## src/rtl/pwm_reg_bank_if.sv

```systemverilog
// GPMC-side bus between gpmc_sync and the PWM register bank.
// All strobes are active-low; data_out flows host->FPGA, data_in FPGA->host.
interface pwm_reg_bank_if #(
    parameter int ADDR_WIDTH = 4,
    parameter int DATA_WIDTH = 16
);
    logic                  cs;
    logic                  we;
    logic                  oe;
    logic [ADDR_WIDTH-1:0] address;
    logic [DATA_WIDTH-1:0] data_out;
    logic [DATA_WIDTH-1:0] data_in;

    modport master (
        output cs, we, oe, address, data_out,
        input  data_in
    );

    modport slave (
        input  cs, we, oe, address, data_out,
        output data_in
    );
endinterface

```

## src/rtl/pwm_reg_bank.sv

```systemverilog
// PWM register bank: staged PERIOD/DUTY, validated apply with optional
// deferral to the PWM period boundary, and a W1C status register.
module pwm_reg_bank #(
    parameter int ADDR_WIDTH  = 4,
    parameter int DATA_WIDTH  = 16,
    parameter bit SYNC_UPDATE = 1'b1
) (
    input  logic           clk,
    input  logic           rst_n,
    pwm_reg_bank_if.slave  bus,
    input  logic           period_end,
    output logic           pwm_rst,
    output logic           pwm_en,
    output logic           pwm_polarity,
    output logic [31:0]    period,
    output logic [31:0]    duty_cycle,
    output logic           update
);

    localparam logic [ADDR_WIDTH-1:0] A_CTRL      = ADDR_WIDTH'(0);
    localparam logic [ADDR_WIDTH-1:0] A_PERIOD_HI = ADDR_WIDTH'(1);
    localparam logic [ADDR_WIDTH-1:0] A_PERIOD_LO = ADDR_WIDTH'(2);
    localparam logic [ADDR_WIDTH-1:0] A_DUTY_HI   = ADDR_WIDTH'(3);
    localparam logic [ADDR_WIDTH-1:0] A_DUTY_LO   = ADDR_WIDTH'(4);
    localparam logic [ADDR_WIDTH-1:0] A_STATUS    = ADDR_WIDTH'(5);

    typedef enum logic [1:0] {
        IDLE,
        PENDING,
        COMMIT
    } state_t;

    state_t state, state_next;

    logic        write_cond, read_cond, write_active, write_stb;
    logic        wr_ctrl, wr_status, stage_wr, apply_req, pending, duty_ok;
    logic        reject_set, drop_set, reject_flag, drop_flag;
    logic [31:0] period_stage, duty_stage;
    logic [15:0] rd_value;

    assign write_cond = !bus.cs && !bus.we && bus.oe;
    assign read_cond  = !bus.cs && bus.we && !bus.oe;
    // Only the first cycle of a held write access is acted upon.
    assign write_stb  = write_cond && !write_active;

    assign wr_ctrl   = write_stb && (bus.address == A_CTRL);
    assign wr_status = write_stb && (bus.address == A_STATUS);
    assign stage_wr  = write_stb && (bus.address >= A_PERIOD_HI) && (bus.address <= A_DUTY_LO);
    assign apply_req = wr_ctrl && bus.data_out[3];
    assign pending   = (state != IDLE);
    assign duty_ok   = (duty_stage <= period_stage);
    assign drop_set  = pending && (stage_wr || apply_req);

    always_ff @(posedge clk or negedge rst_n) begin
        if (!rst_n) state <= IDLE;
        else        state <= state_next;
    end

    always_comb begin
        state_next = state;
        reject_set = 1'b0;
        case (state)
            IDLE: begin
                if (apply_req) begin
                    if (!duty_ok)                   reject_set = 1'b1;
                    else if (!SYNC_UPDATE || !pwm_en) state_next = COMMIT;
                    else                            state_next = PENDING;
                end
            end
            // Losing pwm_en means no period_end is coming, so commit at once.
            PENDING: if (period_end || !pwm_en) state_next = COMMIT;
            COMMIT:  state_next = IDLE;
            default: state_next = IDLE;
        endcase
    end

    always_ff @(posedge clk or negedge rst_n) begin
        if (!rst_n) begin
            write_active <= 1'b0;
            pwm_rst      <= 1'b1;
            pwm_en       <= 1'b0;
            pwm_polarity <= 1'b0;
            period_stage <= '0;
            duty_stage   <= '0;
            period       <= '0;
            duty_cycle   <= '0;
            update       <= 1'b0;
            reject_flag  <= 1'b0;
            drop_flag    <= 1'b0;
        end else begin
            write_active <= write_cond;
            if (wr_ctrl) begin
                pwm_rst      <= bus.data_out[0];
                pwm_en       <= bus.data_out[1];
                pwm_polarity <= bus.data_out[2];
            end
            if (stage_wr && !pending) begin
                case (bus.address)
                    A_PERIOD_HI: period_stage[31:16] <= bus.data_out[15:0];
                    A_PERIOD_LO: period_stage[15:0]  <= bus.data_out[15:0];
                    A_DUTY_HI:   duty_stage[31:16]   <= bus.data_out[15:0];
                    default:     duty_stage[15:0]    <= bus.data_out[15:0];
                endcase
            end
            if (state == COMMIT) begin
                period     <= period_stage;
                duty_cycle <= duty_stage;
            end
            update <= (state == COMMIT);
            // A set event in the same cycle as a W1C clear wins.
            reject_flag <= reject_set || (reject_flag && !(wr_status && bus.data_out[1]));
            drop_flag   <= drop_set   || (drop_flag   && !(wr_status && bus.data_out[2]));
        end
    end

    always_comb begin
        rd_value = '0;
        case (bus.address)
            A_CTRL:      rd_value = {13'd0, pwm_polarity, pwm_en, pwm_rst};
            A_PERIOD_HI: rd_value = period_stage[31:16];
            A_PERIOD_LO: rd_value = period_stage[15:0];
            A_DUTY_HI:   rd_value = duty_stage[31:16];
            A_DUTY_LO:   rd_value = duty_stage[15:0];
            A_STATUS:    rd_value = {13'd0, drop_flag, reject_flag, pending};
            default:     rd_value = '0;
        endcase
    end

    always_ff @(posedge clk or negedge rst_n) begin
        if (!rst_n)         bus.data_in <= '0;
        else if (read_cond) bus.data_in <= DATA_WIDTH'(rd_value);
        else                bus.data_in <= '0;
    end

endmodule

```

## src/flat_wrapper.sv

```systemverilog
// flat-port wrapper written by rule: the top's interface ports become plain ports
module pwm_reg_bank_flat 
#(
    parameter int ADDR_WIDTH  = 4,
    parameter int DATA_WIDTH  = 16,
    parameter bit SYNC_UPDATE = 1'b1
)
  (clk, rst_n, period_end, pwm_rst, pwm_en, pwm_polarity, period, duty_cycle, update, bus_cs, bus_we, bus_oe, bus_address, bus_data_out, bus_data_in);
  pwm_reg_bank_if #(.ADDR_WIDTH(ADDR_WIDTH), .DATA_WIDTH(DATA_WIDTH)) bus_i ();
  input  logic clk;
  input  logic rst_n;
  input  logic period_end;
  output logic pwm_rst;
  output logic pwm_en;
  output logic pwm_polarity;
  output logic [31:0] period;
  output logic [31:0] duty_cycle;
  output logic update;
  input wire logic [$bits(bus_i.cs)-1:0] bus_cs;
  input wire logic [$bits(bus_i.we)-1:0] bus_we;
  input wire logic [$bits(bus_i.oe)-1:0] bus_oe;
  input wire logic [$bits(bus_i.address)-1:0] bus_address;
  input wire logic [$bits(bus_i.data_out)-1:0] bus_data_out;
  output wire logic [$bits(bus_i.data_in)-1:0] bus_data_in;
  assign bus_i.cs = bus_cs;
  assign bus_i.we = bus_we;
  assign bus_i.oe = bus_oe;
  assign bus_i.address = bus_address;
  assign bus_i.data_out = bus_data_out;
  assign bus_data_in = bus_i.data_in;
  pwm_reg_bank #(.ADDR_WIDTH(ADDR_WIDTH), .DATA_WIDTH(DATA_WIDTH), .SYNC_UPDATE(SYNC_UPDATE)) u_core (.clk(clk), .rst_n(rst_n), .bus(bus_i), .period_end(period_end), .pwm_rst(pwm_rst), .pwm_en(pwm_en), .pwm_polarity(pwm_polarity), .period(period), .duty_cycle(duty_cycle), .update(update));
endmodule
```

## config.mk

```make
export PLATFORM = sky130hd
export DESIGN_NAME = pwm_reg_bank_flat
export DESIGN_NICKNAME = d
export VERILOG_FILES = /design/src/rtl/pwm_reg_bank_if.sv /design/src/rtl/pwm_reg_bank.sv /design/src/flat_wrapper.sv
export SDC_FILE = /design/constraint.sdc
export NUM_CORES = 1
export LEC_CHECK = 0
export CAP_MARGIN = 20
export CORE_UTILIZATION = 35
export DETAILED_ROUTE_END_ITERATION = 10
export SLEW_MARGIN = 15
export SYNTH_ARGS = -nofsm -noshare
export SYNTH_HDL_FRONTEND = slang
export SYNTH_SLANG_ARGS = --single-unit
```

## constraint.sdc

```tcl
create_clock -name clk -period 3.2 [get_ports clk]
set_input_delay 0.8 -clock clk [delete_from_list [all_inputs] [get_ports clk]]
set_output_delay 0.8 -clock clk [all_outputs]
set_load 0.005 [all_outputs]
```

==> impl_metrics.env <==
export IMPL_critPathMaxStageDelay_ns=0.48
export IMPL_hold_buffers=0
export IMPL_period_share=0.788
export IMPL_io_pins=110
export IMPL_criticalPathCategory="input pin to register"
export IMPL_combPwrFrac=0.125
export IMPL_rsz0062_at_grt="no"
export IMPL_setup_worst_path_start_class="input pin"
export IMPL_final_common_cell="dfrtp_1"
export IMPL_dpl_worst_slack_ns=0.238
export IMPL_drt_iter0_markers=339
export IMPL_tritoncts="done"
export IMPL_p_sw_w=0.00125
export IMPL_ys_types=45
export IMPL_clock_sinks=153
export IMPL_vias=4813
export IMPL_netlist_area_sq_um=6840
export IMPL_die_h_um=142
export IMPL_overflow=0
export IMPL_grt_pass1_vias=5181
export IMPL_post_cts_setup_buffer_count=0
export IMPL_drt_wl_total_um=17200
export IMPL_slew_viol_final=0
export IMPL_clockBufferDepth=2
export IMPL_yosysTopAreaCellShare=0.556
export IMPL_setup_viol=0
export IMPL_p_leak_nw=4.00
export IMPL_finalNetCount=735
export IMPL_p_int_w=0.00350
export IMPL_syn_inst=560
export IMPL_ff_latch_area_sq_um=3830
export IMPL_final_cell_mix="152 x dfrtp_1, 108 x clkdlybuf4s50_1, 99 x mux2_2"
export IMPL_grt_usage=0.183
export IMPL_grt_max_degree=72
export IMPL_period_needed_ns=2.52
export IMPL_coreArea_sq_um=19000
export IMPL_antenna_found_initial=0
export IMPL_cp_arrival_ns=2.83
export IMPL_clkPwrFrac=0.420
export IMPL_fin_ws_ns=0.679
export IMPL_ys_ff_latch=153
export IMPL_setup_tns_final_ns=0
export IMPL_row_count=50
export IMPL_swShare=0.262
export IMPL_ys_seq_area_frac=0.560
export IMPL_cts_root_buf="clkbuf_16"
export IMPL_io_buffers=109
export IMPL_clk_latency_ns=0.43
export IMPL_antenna_left=0
export IMPL_drive_above_1_share=0.228
export IMPL_min_path_type="input pin to async pin"
export IMPL_p_seq_frac=0.456
export IMPL_syn_nets=618
export IMPL_fin_skew_ns=0.00901
export IMPL_drcViolationCount=0
export IMPL_post_cts_resized=0
export IMPL_cp_end_kind="register"
export IMPL_path_clk_slew_ns=0.06
export IMPL_multi_input_area_sq_um=2740
export IMPL_yosysWarnings=0
export IMPL_tightest_slew_ns=0.954
export IMPL_vdd_drop_max_v=0.000343
export IMPL_n_fill_cell=1725
export IMPL_synth_area_leaders="dfrtp_1 56%, mux2_2 16%, ha_1 5.9%"
export IMPL_cts_max_level=4
export IMPL_wl_per_cell_um=18.1
export IMPL_status="complete, no violations"
export IMPL_area_growth_pct=29.3
export IMPL_fmax_mhz=397
export IMPL_maxCapViolations=0
export IMPL_cp_cell_sequence="clkdlybuf4s50_1 > nor4b_4 > nand2_1 > nor3_4 > nand2_2 > mux2_2"
export IMPL_hpwl_um=12100
export IMPL_num_antenna_cells=0
export IMPL_required_ns=3.50
export IMPL_numCtsBuffers=17
export IMPL_p_per_area_nw_per_um2=537
export IMPL_slowest_stage="clkdlybuf4s50_1"
export IMPL_first_pass_iters=5
export IMPL_grt_first_pass_wirelength_um=27600
export IMPL_start_util=0.361
export IMPL_dieArea_sq_um=20100
export IMPL_relSlewSlack=0.362
export IMPL_hold_viol_final=0
export IMPL_die_w_um=142
export IMPL_viasPerCell=5.07
export IMPL_gp_congestion=0.840
export IMPL_synth_area_per_cell_sq_um=12.2
export IMPL_crit_fanout=16
export IMPL_yosys_area_top_type="dfrtp_1"
-- sequential cells by signal, summed over array words and instances, names as in the netlist --
name                 cells
u_core.state             2
u_core.pwm_rst           1
u_core.period_stage     32
u_core.reject_flag       1
u_core.bus.data_in      16
u_core.period           32
u_core.update            1
u_core.duty_stage       32
u_core.pwm_en            1
u_core.duty_cycle       32
u_core.pwm_polarity      1
u_core.write_active      1
u_core.drop_flag         1
-- cell type report --
type	count	area share
clock buffers	19	0.0501
clock inverters	13	0.0164
inverters	36	0.0153
multi-input cells	346	0.310
flip-flops and latches	153	0.433
well taps	260	0.0368
repair buffers	123	0.138
-- metrics by stage --
| step | cells | hold WS (ns) | util | instance area (sq um) | total power, W |
|---|---|---|---|---|---|
| floorplan | 560 | 0.451 | - | 6840 | 0.00250 |
| global placement | 918 | 0.463 | 0.435 | 8250 | 0.00276 |
| detailed placement | 918 | 0.471 | 0.435 | 8250 | 0.00279 |
| CTS | 950 | 0.389 | 0.466 | 8840 | 0.00479 |
| global route | 950 | 0.419 | 0.466 | 8840 | 0.00497 |
| finish | 950 | 0.362 | 0.466 | 8840 | 0.00474 |
-- worst paths after layout --
path	startpoint	end	slack [ns]	cells after the start
worst max-delay path	bus_we	u_core.duty_stage[13]$_DFFE_PN0P_	0.68	6
worst min-delay path	rst_n	u_core.period[0]$_DFFE_PN0P_	0.36	1
worst max register to register	u_core.period_stage[30]$_DFFE_PN0P_	u_core.reject_flag$_DFF_PN0_	0.95	6
worst min register to register	u_core.period[4]$_DFFE_PN0P_	u_core.period[4]$_DFFE_PN0P_	0.48	2
max in group asynchronous	rst_n	u_core.bus.data_in[7]$_DFF_PN0_	2.06	2
min in group clk	u_core.period[4]$_DFFE_PN0P_	u_core.period[4]$_DFFE_PN0P_	0.48	2
-- power groups by stage --
stage / Sequential, W / Clock, W / Combinational, W
6_report: 0.00216 / 0.00199 / 0.000591
5_1_grt: 0.00217 / 0.00212 / 0.000667
4_1_cts: 0.00216 / 0.00203 / 0.000598
3_5_place_dp: 0.00219 / 0 / 0.000592
3_3_place_gp: 0.00219 / 0 / 0.000572
2_1_floorplan: 0.00215 / 0 / 0.000350
-- layer usage --
layer,vias up,part of all wire,track usage
li1,2243,-,-
met1,2405,0.44,0.229
met2,127,0.48,0.295
met3,38,0.044,0.0361
met4,0,0.035,0.107
met5,-,0,0
-- critical path: cells and delay by family --
kind                   cells  cell delay, ns
buffers and inverters      1            0.48
AND/OR/NAND/NOR            4            1.13
multiplexers               1            0.40
-- cells by family (layout without fill, tap and decap cells) --
kind of cell	after synthesis	after routing	synth area share
flip-flops	153	153	0.560
XOR/XNOR	1	1	0.00128
multiplexers	102	102	0.167
AND/OR/NAND/NOR	108	108	0.0796
adder cells (fa/ha/maj)	32	32	0.0585
buffers and inverters	61	191	0.0397
AO/OA/AOI/OAI	103	103	0.0935
-- cell usage after synthesis (all sizes together) --
master     n
a22o       1
nand3b     1
nor2b      1
nand2b     1
a31oi      1
a22oi      3
nand2     64
inv       36
dfrtp    152
nand3      4
and3       3
nand4     10
o31a       1
o211ai     1
buf        9
o21ai     38
nor2       8
mux2i      3
a2111o     1
ha        32
nor4b      2
a2111oi    1
nor4       5
o311ai     1
a221oi     3
mux2      99
clkbuf    16
or2        2
nor3       6
o32a       1
o31ai      1
nor3b      1
dfstp      1
a222oi    13
a21o       2
a21oi     34
xnor2      1
a211oi     1
Power figures use the tool's default switching activity.
